`config.mk`:
```
export PLATFORM = sky130hd
export DESIGN_NAME = result_unloader
export DESIGN_NICKNAME = d
export VERILOG_FILES = /design/src/rtl/result_unloader_pkg.sv /design/src/rtl/result_unloader.sv
export SDC_FILE = /design/constraint.sdc
export NUM_CORES = 1
export LEC_CHECK = 0
export BUFFER_PORTS_ARGS = -buffer_cell sky130_fd_sc_hd__buf_2
export CORE_UTILIZATION = 50
export CTS_CLUSTER_DIAMETER = 50
export DETAILED_ROUTE_END_ITERATION = 6
export GPL_ROUTABILITY_DRIVEN = 0
export GPL_TIMING_DRIVEN = 0
export PLACE_DENSITY = 0.82
export SLEW_MARGIN = 20
export SYNTH_ARGS = -nofsm -noshare
export SYNTH_HDL_FRONTEND = slang
export SYNTH_SLANG_ARGS = --single-unit
```
`constraint.sdc`:
```
create_clock -name clk -period 2.8 [get_ports clk]
set_input_delay 0.28 -clock clk [delete_from_list [all_inputs] [get_ports clk]]
set_output_delay 0.28 -clock clk [all_outputs]
set_load 0.01 [all_outputs]
```
`src/rtl/result_unloader_pkg.sv`:
```
// Shared constants for the result unloader: word widths, the block-sum memory map
// and the sequencer state encoding.
package result_unloader_pkg;

  localparam int DATA_W       = 16;
  localparam int ADDR_W       = 5;
  localparam int INDEX_W      = 3;
  localparam int NUM_BLOCKS   = 5;
  localparam int BLOCK_STRIDE = 5;
  localparam int RESULT_OFS   = 4;
  localparam int TOTAL_ADDR   = 31;

  typedef enum logic [2:0] {
    ST_IDLE  = 3'd0,
    ST_REQ   = 3'd1,
    ST_WAIT  = 3'd2,
    ST_CAP   = 3'd3,
    ST_SEND  = 3'd4,
    ST_CHECK = 3'd5
  } state_t;

  // Indices below NUM_BLOCKS select a block sum; the one after them is the grand total.
  function automatic logic [ADDR_W-1:0] word_addr(input logic [INDEX_W-1:0] idx);
    logic [ADDR_W-1:0] addr;
    if (idx < INDEX_W'(NUM_BLOCKS))
      addr = ADDR_W'(int'(idx) * BLOCK_STRIDE + RESULT_OFS);
    else
      addr = ADDR_W'(TOTAL_ADDR);
    return addr;
  endfunction

endpackage

```
`src/rtl/result_unloader.sv`:
```
// Re-reads the block sums and grand total after the block-sum FSM finishes,
// streams them over a valid/ready port and flags a stored-total mismatch.
module result_unloader
  import result_unloader_pkg::*;
(
  input  logic              clk,
  input  logic              reset_n,
  input  logic              sum_ready,
  output logic              mem_req,
  input  logic              mem_gnt,
  output logic [ADDR_W-1:0] mem_address,
  output logic              mem_read_en,
  input  logic [DATA_W-1:0] mem_data_out,
  output logic              out_valid,
  input  logic              out_ready,
  output logic [DATA_W-1:0] out_data,
  output logic [2:0]        out_index,
  output logic              out_last,
  output logic              check_error,
  output logic              done
);

  state_t              state;
  logic [INDEX_W-1:0]  index;
  logic [DATA_W-1:0]   acc;
  logic [DATA_W-1:0]   total;
  logic                sum_ready_prev;
  logic                start;
  logic                last_word;
  logic [ADDR_W-1:0]   next_addr;

  assign start     = sum_ready & ~sum_ready_prev;
  assign last_word = (index == INDEX_W'(NUM_BLOCKS));

  always_comb begin
    next_addr = word_addr(index);
  end

  // acc wraps mod 2^DATA_W on purpose, matching the upstream total register.
  always_ff @(posedge clk or negedge reset_n) begin
    if (!reset_n) begin
      state          <= ST_IDLE;
      index          <= '0;
      acc            <= '0;
      total          <= '0;
      sum_ready_prev <= 1'b0;
      mem_req        <= 1'b0;
      mem_address    <= '0;
      mem_read_en    <= 1'b0;
      out_valid      <= 1'b0;
      out_data       <= '0;
      out_index      <= '0;
      out_last       <= 1'b0;
      check_error    <= 1'b0;
      done           <= 1'b0;
    end else begin
      sum_ready_prev <= sum_ready;
      done           <= 1'b0;
      case (state)
        ST_IDLE: begin
          if (start) begin
            state       <= ST_REQ;
            mem_req     <= 1'b1;
            index       <= '0;
            acc         <= '0;
            total       <= '0;
            check_error <= 1'b0;
          end
        end
        ST_REQ: begin
          if (mem_gnt) begin
            mem_address <= next_addr;
            mem_read_en <= 1'b1;
            state       <= ST_WAIT;
          end
        end
        ST_WAIT: begin
          mem_read_en <= 1'b0;
          state       <= ST_CAP;
        end
        ST_CAP: begin
          out_data  <= mem_data_out;
          out_index <= index;
          out_valid <= 1'b1;
          out_last  <= last_word;
          if (last_word)
            total <= mem_data_out;
          else
            acc <= acc + mem_data_out;
          state <= ST_SEND;
        end
        ST_SEND: begin
          if (out_ready) begin
            out_valid <= 1'b0;
            index     <= index + 1'b1;
            state     <= last_word ? ST_CHECK : ST_REQ;
          end
        end
        ST_CHECK: begin
          check_error <= (acc != total);
          done        <= 1'b1;
          mem_req     <= 1'b0;
          state       <= ST_IDLE;
        end
        default: state <= ST_IDLE;
      endcase
    end
  end

endmodule

```
After elaboration in Yosys (flattened, before gate mapping)
Cells that the tools add are included.
- $add $sub $neg: 3
- $mul: 1
- order comparisons: 1
- eq/ne operators: 12
- mux-type cells: 23
- bitwise logic cells: 2
- reduce and logical (&&, ||, !) cells: 14
- operator list (cell ; count):
    one-hot mux 16 bit (2 select lines) ; 2
    two-way mux 16 bit ; 3
    two-way mux 3 bit ; 6
    adder 16 bit ; 1
    inequality test 16 bit ; 1
    one-hot mux 3 bit (5 select lines) ; 1
    AND reduction 3 bit ; 4
    inequality test 2 bit, second input constant ; 5
    nonzero test 2 bit ; 5
    == test 3 bit, second input constant ; 3
    one-hot mux 1 bit (2 select lines) ; 4
    AND reduction 2 bit ; 4
    == test 3 x 2 -> 1 bit, second input constant ; 2
    one-hot mux 3 bit (2 select lines) ; 1
    adder 5 x 3 -> 5 bit, second input constant ; 1
    multiplier 3 x 3 -> 5 bit, second input constant ; 1
    two-way mux 1 bit ; 5
    two-way mux 5 bit ; 1
    adder 3 x 1 -> 3 bit, second input constant ; 1
    == test 3 x 1 -> 1 bit, second input constant ; 1
    logical NOT 3 bit ; 1
    less-than comparator 3 bit, second input constant ; 1
    bitwise AND 1 bit ; 1
    NOT 1 bit ; 1
- flip-flop bits (word level): 69
- input bits: 21
- output and inout port bits: 30
- logic and storage cells: 70

Longest topological paths before layout
Gate-level depths: netlist of run 1.
- depth in word-level cells: 4
- depth in mapped cells: 10

Worst setup path before layout of run 1
Ideal clock, no wire load.
- kind: reg-to-reg
- from: register acc[3]
- to: register acc[15]
- setup time: 0.086 ns
- arrival time: 1.856 ns
- data required time: 2.714 ns
- setup slack: 0.859 ns
- cell stages (with the launch flop): 9
- clock period less this slack: 1.941 ns
- path through: dfrtp_1 ha_1 a21o_1 a21oi_1 o21ai_2 a41oi_2 nand2_1 a211o_1 o221ai_2
- cells in the longest elaborated chain, start to end: 3
- RTL lines (element ; line ; RTL):
    from (decl) ; result_unloader.sv:25 ; logic [DATA_W-1:0] acc;
    from (signal assigned) ; result_unloader.sv:89 ; acc <= acc + mem_data_out;
    adder 16 bit ; result_unloader.sv:89 ;
    two-way mux 16 bit ; result_unloader.sv:86 ; if (last_word)
    one-hot mux 16 bit (2 select lines) ; result_unloader.sv:59 ; case (state)
Every way passes these cells. The select of a mux whose other input is x is not followed.
A chain may end at the register's enable or synchronous reset.

Final worst setup path of run 1
- from: register acc[0]
- to: register acc[14]
The elaborated chain is that of the path after synthesis.

==> flow_summary.toml, run 1 <==
[global_routing]
grt_pass1_wl_mm = 14.3
grt_max_degree = 58
grt.total_usage_pct = 24.9
grt_pass1_vias = 3019
antenna_found_initial = 0
grt-ovfl-total = 0

[critical_path]
cp.arrival_ps = 2570
reg2reg_slack_ps = 460
cp-end-kind = "flip-flop"
rr_startpoint = "acc[0]"
startpoint_type = "flip-flop"
r2r-end = "acc[14]"
critPathMaxFanout = 4
path_class = "reg2reg"
cp.required_ps = 3020
r2r_cells = 10

[flow_run]
drv_cap = 0

[synth]
synthesis.area_um2 = 3680
yosysSeqAreaShare_pct = 47.0
synth_area_leader_cell = "dfrtp_1"
avgSynthCellArea_um2 = 9.10
synth_area_leaders = "dfrtp_1 (47%), nand2_1 (11%), ha_1 (6.5%), o21ai_0 (5.6%), xnor2_1 (5.5%)"
synth_cell_types = 50
async_flop_share_pct = 100
yosysMostFrequentCell = "nand2_1"
yosys_most_used_dff = "dfrtp_1"
ys_ff_latch = 69
synthesis.nets = 445
syn_inst = 404
yosysWarnings = 0
synth_commonest_cells = "nand2_1 (105), dfrtp_1 (69), o21ai_0 (41), a21oi_1 (28), xnor2_1 (23)"
synth-edff-count = 0
yosysTopAreaCellShare_pct = 47.0

[timing]
period_minus_slack_ps = 2340
fin_crit_sh_pct = 83.7
fin_skew_ps = 8.98
slew_violations = 0
worst_slew_pin_slew_ps = 578
slew_headroom_pct = 61.4
hold_viol = 0
setup_violations = 0
clock.fmax_mhz = 427
rsz0062_at_grt = "no"
finalSetupTns_ps = 0

[worst_hold_path]
hold_end = "sum_ready_prev"
min-delay-start = "sum_ready"
hold_path_depth = 1
hp-class = "in2reg"

[cells_and_area]
diodes = 0
layout.nets = 508
area_delta_synth_final_pct = 15.7
final_layout_size_suffix_gt1_share_pct = 18.5
post-route-util_pct = 61.2
final_cell_area_um2 = 4250

[clock_tree]
clock_latency_ps = 350
cts_tree = "done"
cts.clk_slew.worst_paths_ps = 70
clock-root-buffer = "clkbuf_8"
clock_sinks = 69
cts_buffers = 9
cts-htree-levels = 3
max-clock-path-buffers = 2

[floorplanning]
die_h_um = 87.7
core_um2 = 6940
die-area_um2 = 7700
initial_core_util_pct = 52.9
rows = 30
io_pins = 51
die_w_um = 87.7

[drt]
drcViolationCount = 0
vias_per_cell = 5.45
wl_mm = 8.62
via_count = 3087
ant_nets = 0
wl_per_cell_um = 15.2
drtIter0Drc = 165
drt-pass1-iter-count = 4

[pwr]
p_comb_share_pct = 47.1
seq_power_share_pct = 36.8
p_int_mw = 2.58
p_sw_mw = 1.85
clkPwrFrac_pct = 16.1
swShare_pct = 41.7
leakagePower_nw = 2.07
power.density_nw_per_um2 = 1040
ir_drop_uv = 479

[place]
hpwlAfterDp_mm = 6.33
port_buffers = 50
placed_area_um2 = 4080

[status]
status = "finished, final reports clean"
## state kept, by name, indices dropped and copies added (netlist names)
name / count
out_last: 1
acc: 16
total: 16
state: 3
mem_read_en: 1
out_valid: 1
mem_address: 5
check_error: 1
out_index: 3
sum_ready_prev: 1
out_data: 16
done: 1
mem_req: 1
index: 3
## cells by family (layout without fill, tap and decap cells)
| logic type | Yosys count | after routing | synth area share (%) |
|---|---|---|---|
| XOR/XNOR | 29 | 29 | 6.91 |
| AND/OR/NAND/NOR | 158 | 158 | 19.1 |
| adder cells (fa/ha/maj) | 20 | 20 | 7.01 |
| buffers and inverters | 27 | 93 | 3.23 |
| flip-flops | 69 | 69 | 47.0 |
| multiplexers | 3 | 3 | 0.851 |
| AO/OA/AOI/OAI | 98 | 98 | 15.9 |
## repair_timing
item,4_1_cts,5_1_grt
setup buffers,0,0
endpoints found under the hold margin,12,0
hold buffers,1,0
endpoints found under the setup margin,0,0
resized for setup,0,0
## critical path: stages, from the launching register on
cell	delay [ps]
dfrtp_1	390
ha_1	190
inv_1	60
fa_1	400
nor2b_1	110
o21ai_0	80
nand2b_1	170
a211oi_1	100
o21ai_0	360
mux2i_1	240
nand3_1	100
## routing by layer
layer / GRT usage, % / routed length, µm / vias to the layer above
met5: 0 / 0 / -
met4: 9.39 / 112 / 0
met3: 5.00 / 427 / 9
met2: 40.9 / 4150 / 78
met1: 32.6 / 3940 / 1500
li1: - / - / 1500
## layout make-up
class	instances	area (µm²)
Sequential cell	69	1730
Multi-Input combinational cell	308	1830
Fill cell	625	2690
Tap cell	96	120
Clock inverter	2	10.0
Clock buffer	12	155
Timing Repair Buffer	52	290
Inverter	12	45.0
Buffer	15	73.8
## power groups by stage
| stage | Sequential (mW) | Clock [mW] | Combinational, mW |
|---|---|---|---|
| 6_report | 1.63 | 0.712 | 2.08 |
| 5_1_grt | 1.67 | 0.775 | 2.32 |
| 4_1_cts | 1.63 | 0.730 | 2.08 |
| 3_5_place_dp | 1.64 | 0 | 2.06 |
| 3_3_place_gp | 1.62 | 0 | 1.99 |
| 2_1_floorplan | 1.69 | 0 | 1.38 |
## worst max-delay path by stage
stage | startpoint | endpoint | slack, ps
global placement | mem_data_out[0] | acc[14] | 620
finish | acc[0] | acc[14] | 460
CTS | acc[0] | acc[14] | 490
floorplan | acc[3] | acc[15] | 860
detailed placement | acc[0] | acc[14] | 540
global route | acc[0] | acc[14] | 330
## cells in the final DEF (no fill, tap or decap), types with 2 or more instances in the layout
cell type,synthesis,routed
a21o_1,5,5
a21oi_1,28,28
a22o_1,2,2
a31oi_1,3,3
a31oi_2,2,2
and3_1,2,2
buf_1,2,2
buf_2,8,57
clkbuf_1,4,5
clkbuf_8,0,11
clkinv_2,0,2
dfrtp_1,69,69
ha_1,19,19
inv_1,12,12
mux2i_1,2,2
nand2_1,105,105
nand2_2,2,2
nand3_1,6,6
nand4_1,7,7
nor2_1,16,16
nor2b_1,4,4
nor3b_1,3,3
o21ai_0,41,41
o21ai_1,5,5
or3_1,3,3
xnor2_1,23,23
xor2_1,6,6
## per-stage QoR
stage | hold WS, ps | std cells | setup slack (ps) | total power, mW
after floorplan | -15.6 | 404 | 859 | 3.07
after global placement | 414 | 550 | 615 | 3.61
after detailed placement | 150 | 551 | 537 | 3.71
after CTS | 49.3 | 566 | 488 | 4.44
after global routing | 47.0 | 566 | 333 | 4.77
final | 58.8 | 566 | 456 | 4.42
Note: power is estimated with default switching activity, not from simulation.
==> run 2: changes to the inputs <==
--- a/config.mk
+++ b/config.mk
@@ -11,7 +11,7 @@
 export DETAILED_ROUTE_END_ITERATION = 6
 export GPL_ROUTABILITY_DRIVEN = 0
 export GPL_TIMING_DRIVEN = 0
-export PLACE_DENSITY = 0.82
+export PLACE_DENSITY = 0.85
 export SLEW_MARGIN = 20
 export SYNTH_ARGS = -nofsm -noshare
 export SYNTH_HDL_FRONTEND = slang
==> constraint.sdc (replaced) <==
create_clock -name clk -period 2.15 [get_ports clk]
set_input_delay 0.215 -clock clk [delete_from_list [all_inputs] [get_ports clk]]
set_output_delay 0.215 -clock clk [all_outputs]
set_load 0.01 [all_outputs]
==> run 2 against run 1 <==
Flip-flop and latch count did not move. Via count up 5.7%. Cell count increased by 0.88%. Clock skew barely moved. Non-clock buffer count up 5. Routed wire length rose by 7.3%. Register-to-register slack lost 430 ps. Critical path type unchanged. Largest power group unchanged.
==> flow_summary.toml, run 2 (same netlist as run 1, synthesis figures left out) <==
[status]
status = "finished, final reports clean"

[clock_tree]
max-clock-path-buffers = 2
clock_sinks = 69
cts_buffers = 9
cts-htree-levels = 3
cts.clk_slew.worst_paths_ps = 70
clock-root-buffer = "clkbuf_8"
clock_latency_ps = 350
cts_tree = "done"

[cells_and_area]
area_delta_synth_final_pct = 20.0
fin_cells = 571
top_regs = "acc: 16 flops, out_data: 16 flops, total: 16 flops"
final_layout_size_suffix_gt1_share_pct = 24.0
fillers = 594
diodes = 0
layout_common_cells = "nand2_1 (104), dfrtp_1 (69), buf_2 (55)"
regArea_um2 = 1730
layout_commonest_cell = "nand2_1"
final_cell_area_um2 = 4410
layout.nets = 513
multi_input_area_um2 = 1950

[drt]
drcViolationCount = 0
wl_mm = 9.25
wl_per_cell_um = 16.2
via_count = 3262
vias_per_cell = 5.71
ant_nets = 0
drt-pass1-iter-count = 5
drtIter0Drc = 201

[floorplanning]
die_h_um = 87.7
rows = 30
die-area_um2 = 7700
io_pins = 51
initial_core_util_pct = 52.9
core_um2 = 6940
die_w_um = 87.7

[global_routing]
grt-ovfl-total = 0
grt_max_degree = 43
grt_pass1_vias = 3125
antenna_found_initial = 0
grt_pass1_wl_mm = 15.1
grt.total_usage_pct = 26.1

[critical_path]
crit_cells = 9
critPathMaxStageDelay_ps = 420
crit_family = "compound AO/OA/AOI/OAI gates"
crit_chain = "ha_4, buf_6, nand2_1, or3_1, o21ai_2, a41oi_2, a31oi_2, xor2_1, a22o_1"
cp_slowest_cell = "dfrtp_1"
r2r-end = "acc[13]"
startpoint_type = "flip-flop"
setup.worst_path.end = "acc[13]"
cp-end-kind = "flip-flop"
rr_startpoint = "acc[10]"
cp.required_ps = 2380
path_class = "reg2reg"
cp.arrival_ps = 2350
r2r_cells = 9
crit_path_start = "acc[10]"
reg2reg_slack_ps = 30
critPathMaxFanout = 7
crit_buf_inv = 1

[place]
placed_area_um2 = 4070
port_buffers = 50
dp_cells = 551
post-place-ws_ps = -151
hpwlAfterDp_mm = 6.56

[timing]
fin_crit_sh_pct = 98.6
slew_headroom_pct = 60.6
rsz0062_at_grt = "yes"
clock.fmax_mhz = 472
period_minus_slack_ps = 2120
fin_ws_ps = 30.1
fin_skew_ps = 8.51
hold_viol = 0
slew_violations = 0
finalSetupTns_ps = 0
worst_slew_pin_slew_ps = 592
setup_violations = 0

[pwr]
finalPower_mw = 6.08
leakagePower_nw = 2.10
ir_drop_uv = 625
power.density_nw_per_um2 = 1380

[flow_run]
drv_cap = 0

[worst_hold_path]
hp-class = "in2reg"
## run 2: changes by cell type in the layout (fill, tap and decap cells not counted), sizes merged
| cell | previous run | this run |
|---|---|---|
| buf | 62 | 67 |
| clkbuf | 16 | 15 |
| dlygate4sd3 | 1 | 2 |
## run 2: tightest hold or removal path, stage by stage
cell	delay, ps
buf_2	90
nand2_1	50
nand2_1	50
## run 2: layout make-up
type | count | share of cell area (%)
inverters | 12 | 1.02
plain buffers | 14 | 1.73
clock buffers | 12 | 3.52
flip-flops and latches | 69 | 39.1
clock inverters | 2 | 0.227
well taps | 96 | 2.72
multi-input cells | 308 | 44.1
repair buffers | 58 | 7.49
## run 2: where the power goes
group / switching (mW) / leakage (nW) / internal, mW
clock network: 0.474 / 0.0881 / 0.466
registers: 0.350 / 0.890 / 1.78
logic: 1.74 / 1.12 / 1.27
## run 2: per-layer routing
| metal | part of all wire [%] | GRT usage, % |
|---|---|---|
| met3 | 6.1 | 6.31 |
| met2 | 48 | 41.5 |
| met5 | 0 | 0 |
| met1 | 43 | 33.7 |
| met4 | 2.8 | 12.1 |
## run 2: timing repair
| item | 4_1_cts | 5_1_grt |
|---|---|---|
| endpoints found under the setup margin | 6 | 16 |
| pin swaps | 3 | 4 |
| gates cloned | 0 | 0 |
| hold buffers | 2 | 0 |
| buffers inserted | 4 | 1 |
| hold endpoints to repair | 28 | 0 |
| resized for setup | 10 | 25 |
## run 2: metrics by stage
step | hold slack, ps | util [%]
floorplan | -80.6 | -
global placement | 352 | 58.3
detailed placement | 155 | 58.6
CTS | 84.2 | 62.2
global route | 111 | 63.5
finish | 96.1 | 63.5
## run 2: how the worst min path moves through the flow
stage                          startpoint        endpoint  slack (ps)  cells after the start
final                     mem_data_out[6]     out_data[6]         100                      3
after global routing      mem_data_out[6]     out_data[6]         110                      3
after CTS                 mem_data_out[6]     out_data[6]          80                      3
after detailed placement          reset_n     out_data[1]         160                      1
after global placement          sum_ready  sum_ready_prev         350                      1
after floorplan                   reset_n          acc[0]         -80                      0
